## src/rtl/rover_display_scheduler_pkg.sv

```systemverilog
// Shared types and widths for the rover display scheduler.
package rover_display_scheduler_pkg;
   typedef enum logic {ACCEPT = 1'b0, COMMIT = 1'b1} state_t;
   localparam int LOC_W            = 12;
   localparam int ORI_W            = 4;
   localparam int STALE_FRAMES_DEF = 60;
endpackage

```

## src/rtl/rover_display_scheduler_update_slot.sv

```systemverilog
// One producer slot: req/ack capture into a pending register, cleared at frame commit.
module rover_display_scheduler_update_slot #(
   parameter int W = 12
) (
   input  logic         vclock,
   input  logic         reset,
   input  logic         open,
   input  logic         req,
   input  logic [W-1:0] data,
   input  logic         clear,
   output logic         ack,
   output logic [W-1:0] pend_data,
   output logic         pend_flag,
   output logic         overwrite
);
   logic capture;

   // ack blocks the very next edge, so a held req is recaptured every other cycle
   assign capture   = open & req & ~ack;
   assign overwrite = capture & pend_flag;

   always_ff @(posedge vclock or posedge reset) begin
      if (reset) begin
         ack       <= 1'b0;
         pend_data <= '0;
         pend_flag <= 1'b0;
      end else begin
         ack <= capture;
         if (capture) begin
            pend_data <= data;
            pend_flag <= 1'b1;
         end else if (clear) begin
            pend_flag <= 1'b0;
         end
      end
   end
endmodule

```

## src/rtl/rover_display_scheduler.sv

```systemverilog
// Frame-synchronous commit of location/orientation updates at the vsync falling edge.
module rover_display_scheduler
   import rover_display_scheduler_pkg::*;
#(
   parameter int STALE_FRAMES = STALE_FRAMES_DEF,
   parameter int DROP_W       = 8
) (
   input  logic              vclock,
   input  logic              reset,
   input  logic              vsync,
   input  logic              loc_req,
   input  logic [LOC_W-1:0]  loc_data,
   output logic              loc_ack,
   input  logic              ori_req,
   input  logic [ORI_W-1:0]  ori_data,
   output logic              ori_ack,
   output logic [LOC_W-1:0]  disp_location,
   output logic [ORI_W-1:0]  disp_orientation,
   output logic              disp_loc_valid,
   output logic              disp_ori_valid,
   output logic              frame_commit,
   output logic [DROP_W-1:0] drop_count
);
   localparam int SW = $clog2(STALE_FRAMES + 1);

   state_t             state;
   logic               vsync_q;
   logic               vs_fall;
   logic               in_accept;
   logic               in_commit;
   logic [LOC_W-1:0]   pend_loc;
   logic [ORI_W-1:0]   pend_ori;
   logic               loc_pend;
   logic               ori_pend;
   logic               loc_ow;
   logic               ori_ow;
   logic [SW-1:0]      stale_cnt;

   function automatic logic [DROP_W-1:0] sat_add(input logic [DROP_W-1:0] a,
                                                 input logic [1:0] inc);
      logic [DROP_W:0] sum;
      sum = {1'b0, a} + {{(DROP_W-1){1'b0}}, inc};
      if (sum[DROP_W]) return '1;
      return sum[DROP_W-1:0];
   endfunction

   assign vs_fall   = vsync_q & ~vsync;
   assign in_accept = (state == ACCEPT);
   assign in_commit = (state == COMMIT);

   rover_display_scheduler_update_slot #(.W(LOC_W)) u_loc_slot (
      .vclock(vclock), .reset(reset), .open(in_accept), .req(loc_req),
      .data(loc_data), .clear(in_commit), .ack(loc_ack),
      .pend_data(pend_loc), .pend_flag(loc_pend), .overwrite(loc_ow)
   );

   rover_display_scheduler_update_slot #(.W(ORI_W)) u_ori_slot (
      .vclock(vclock), .reset(reset), .open(in_accept), .req(ori_req),
      .data(ori_data), .clear(in_commit), .ack(ori_ack),
      .pend_data(pend_ori), .pend_flag(ori_pend), .overwrite(ori_ow)
   );

   always_ff @(posedge vclock or posedge reset) begin
      if (reset) begin
         state            <= ACCEPT;
         vsync_q          <= 1'b1;
         stale_cnt        <= '0;
         frame_commit     <= 1'b0;
         drop_count       <= '0;
         disp_location    <= '0;
         disp_orientation <= '0;
         disp_loc_valid   <= 1'b0;
         disp_ori_valid   <= 1'b0;
      end else begin
         vsync_q      <= vsync;
         frame_commit <= 1'b0;
         drop_count   <= sat_add(drop_count, {1'b0, loc_ow} + {1'b0, ori_ow});
         case (state)
            ACCEPT: if (vs_fall) state <= COMMIT;
            COMMIT: begin
               state        <= ACCEPT;
               frame_commit <= 1'b1;
               if (loc_pend) begin
                  disp_location  <= pend_loc;
                  disp_loc_valid <= 1'b1;
                  stale_cnt      <= '0;
                  if (!ori_pend) disp_ori_valid <= 1'b0;
               end
               if (ori_pend) begin
                  disp_orientation <= pend_ori;
                  disp_ori_valid   <= 1'b1;
               end
               // Stale retirement wins over an orientation-only commit
               if (!loc_pend && stale_cnt != SW'(STALE_FRAMES)) begin
                  stale_cnt <= stale_cnt + 1'b1;
                  if (stale_cnt == SW'(STALE_FRAMES - 1)) begin
                     disp_loc_valid <= 1'b0;
                     disp_ori_valid <= 1'b0;
                  end
               end
            end
         endcase
      end
   end
endmodule

```

## config.mk

```make
export PLATFORM = sky130hd
export DESIGN_NAME = rover_display_scheduler
export DESIGN_NICKNAME = d
export VERILOG_FILES = /design/src/rtl/rover_display_scheduler_pkg.sv /design/src/rtl/rover_display_scheduler_update_slot.sv /design/src/rtl/rover_display_scheduler.sv
export SDC_FILE = /design/constraint.sdc
export NUM_CORES = 1
export LEC_CHECK = 0
export ABC_AREA = 1
export CAP_MARGIN = 20
export CORE_MARGIN = 4
export CORE_UTILIZATION = 50
export DETAILED_ROUTE_END_ITERATION = 8
export GPL_TIMING_DRIVEN = 0
export PLACE_DENSITY_LB_ADDON = 0.08
export SYNTH_ARGS = -nofsm -noshare
export SYNTH_HDL_FRONTEND = slang
export SYNTH_SLANG_ARGS = --single-unit
```

## constraint.sdc

```tcl
create_clock -name vclock -period 2.3 [get_ports vclock]
set_input_delay 0.345 -clock vclock [delete_from_list [all_inputs] [get_ports vclock]]
set_output_delay 0.345 -clock vclock [all_outputs]
set_load 0.05 [all_outputs]
```

==> flow_summary.ini <==
[status]
status = completed

[route]
wl_mm = 4.493
first_pass_iters = 4
antenna_left = 0
drt_iter0_drc = 122
drc = 0
viasPerCell = 4.797
wl_per_cell_um = 11.98
via_count = 1799

[synth]
synth-main-ff-cell = dfrtp_1
synth_async_sr_flop_share = 1.000
yosysSeqAreaShare = 0.5971
ys_types = 23
synth_enable_flop_cells = 0
synthesis.area_um2 = 2307
netlist.top_cell.by_area = dfrtp_1
yosys_warnings = 0
synth_top_area_frac = 0.5857
synth.avg_cell_area_um2 = 8.840
ys_ff_latch = 55
netlist_instances = 261
ys_top_cells_by_count = nand2_1, dfrtp_1, inv_1, o21ai_0, nor2_1
synth_most_common_cell = nand2_1
synth_fp_nets = 285
yosys-top-cells-area = dfrtp_1, nand2_1, inv_1

[clocking]
cts.path.max_buffers = 2
cts_root_buffer = clkbuf_8
clk_latency_ps = 300
h-tree-depth = 2
clkTransAtPathRegs_ps = 90
clock-sinks = 55
cts_tree = done
cts_buffers = 5

[die]
dieWidth_um = 75.93
die_h_um = 75.93
initial_core_util = 0.5227
dieArea_um2 = 5765
core_region_area_um2 = 4414
ios = 50
rows = 24

[setup_path]
cp_data_arrival_time_ps = 2350
cp-end-kind = flop
critPathLaunchType = input port
crit_type = input port to flop
critPathRequiredTime_ps = 2480
path_max_fanout = 10

[finish]
fin_nets = 346
multi_input_area_um2 = 783.3
diodes = 0
final_layout_size_suffix_gt1_frac = 0.08359
seqCellArea_um2 = 1378
fill_cells = 364
post_layout_nonfiller_instances = 375
area.growth.synth_to_final_pct = 30.26

[global_route]
track_usage = 0.1662
grt_max_degree = 37
grt_pass1_wl_mm = 7.886
grt-ovfl-total = 0
antenna_found_initial = 0
grt_pass1_vias = 1754

[place]
portBuffers = 49
place.gp.congestion = 0.8417
dp.cells = 363
dp_hpwl_mm = 3.130

[sta]
clock.fmax_mhz = 461.4
finalCriticalPeriod_ps = 2168
period_share = 0.9424
finalSetupViolations = 0
finalClockSkew_ps = 3.367
relSlewSlack = 0.6506
slew_violations = 0
tightest_slew_ps = 522.5
hold_viol_final = 0
hold_ws_ps = 365.7

[power]
irDropWorstVdd_v = 0.0007541
leakage_nw = 1.502
power_mw = 3.039
power_density_nw_per_um2 = 1011

[worst_hold_path]
min_path_type = input port to asynchronous set/reset pin

[job]
maxCapViolations = 0
==> logic make-up (layout without fill, tap and decap cells) <==
group	count (synthesis)	count (layout)	synth area share
XOR/XNOR	1	1	0.003797
AO/OA/AOI/OAI	22	22	0.04881
AND/OR/NAND/NOR	147	147	0.2641
flip-flops	55	55	0.5971
adder cells (fa/ha/maj)	3	3	0.01952
buffers and inverters	33	95	0.06670
==> power breakdown <==
| part | total (mW) | switching [mW] | internal, mW |
|---|---|---|---|
| combinational | 1.21 | 0.802 | 0.413 |
| sequential | 1.31 | 0.143 | 1.17 |
| clock | 0.511 | 0.297 | 0.213 |
==> per-stage QoR <==
step	util	setup WS, ps	TNS [ps]	instance area, µm²
5_1_grt	0.6808	-59.14	-75.37	3005
3_5_place_dp	0.6531	-220.8	-1113	2883
3_3_place_gp	0.6485	-402.1	-22460	2863
6_report	0.6808	132.5	0	3005
4_1_cts	0.6723	85.08	0	2968
2_1_floorplan	-	131.4	0	2307
==> layout make-up <==
type                       count  area share
clock buffer                   6     0.02415
tap                           52     0.02165
timing repair buffer          54      0.1799
buffer                         6     0.01749
multi-input combinational    173      0.2606
sequential                    55      0.4584
inverter                      27     0.03372
clock inverter                 2    0.004163
==> metal layers <==
layer / up-vias / part of all wire / track usage
met5: - / 0 / 0
met4: 0 / 0.021 / 0.07117
met3: 10 / 0.065 / 0.05332
met2: 46 / 0.46 / 0.2586
met1: 818 / 0.45 / 0.2124
li1: 925 / - / -
==> critical path, stage by stage <==
cell             delay, ps
clkdlybuf4s50_1        450
inv_1                   60
nor3_4                 280
inv_2                  100
buf_6                  150
nor2_2                 100
fa_2                   230
nand3_1                120
nor2_2                 190
nand2_1                110
o21ai_0                150
nand3_1                 80
==> final timing paths <==
kind                                                           from                                   to  slack [ps]  cells after the start
min in group vclock             u_loc_slot.pend_data[2]$_DFFE_PP0N_         disp_location[2]$_DFFE_PP0P_         470                      2
worst max-delay path                                        loc_req              drop_count[6]$_DFF_PP0_         130                     12
worst min register to register  u_loc_slot.pend_data[2]$_DFFE_PP0N_         disp_location[2]$_DFFE_PP0P_         470                      2
worst min-delay path                                          reset  u_ori_slot.pend_data[0]$_DFFE_PP0N_         370                      2
worst max register to register                  in_commit$_DFF_PP0_              drop_count[6]$_DFF_PP0_         280                     10
max in group asynchronous                                     reset                    vsync_q$_DFF_PP1_        1330                      3
==> flip-flops by register name, summed over array words and instances (netlist names) <==
name	flops
u_ori_slot.pend_flag	1
u_ori_slot.pend_data	4
disp_location	12
stale_cnt	6
u_loc_slot.pend_flag	1
in_commit	1
u_ori_slot.ack	1
u_loc_slot.pend_data	12
disp_ori_valid	1
vsync_q	1
disp_loc_valid	1
u_loc_slot.ack	1
disp_orientation	4
drop_count	8
frame_commit	1
==> cells in the final DEF, fill, tap and decap left out <==
| cell type | n |
|---|---|
| dfstp_2 | 1 |
| nor3_4 | 2 |
| dfrtp_1 | 54 |
| buf_4 | 6 |
| nor2_2 | 3 |
| clkinv_2 | 1 |
| o21ai_0 | 18 |
| ha_1 | 2 |
| nand4_1 | 3 |
| nand2_1 | 112 |
| nand3_1 | 11 |
| nor3_1 | 1 |
| fa_2 | 1 |
| a21oi_1 | 1 |
| o21bai_1 | 1 |
| buf_6 | 3 |
| clkinvlp_4 | 1 |
| clkbuf_1 | 2 |
| o21ai_1 | 2 |
| nor2_1 | 13 |
| buf_12 | 1 |
| clkbuf_8 | 5 |
| clkdlybuf4s50_1 | 49 |
| nor3b_1 | 1 |
| inv_2 | 3 |
| xor2_1 | 1 |
| inv_1 | 24 |
| nand3b_1 | 1 |
==> repair_timing <==
item	CTS	global route
setup endpoints to repair	0	8
resized for setup	0	4
buffers inserted	0	4
hold endpoints to repair	0	0
hold buffers	0	0
Note: power is estimated with default switching activity, not from simulation.
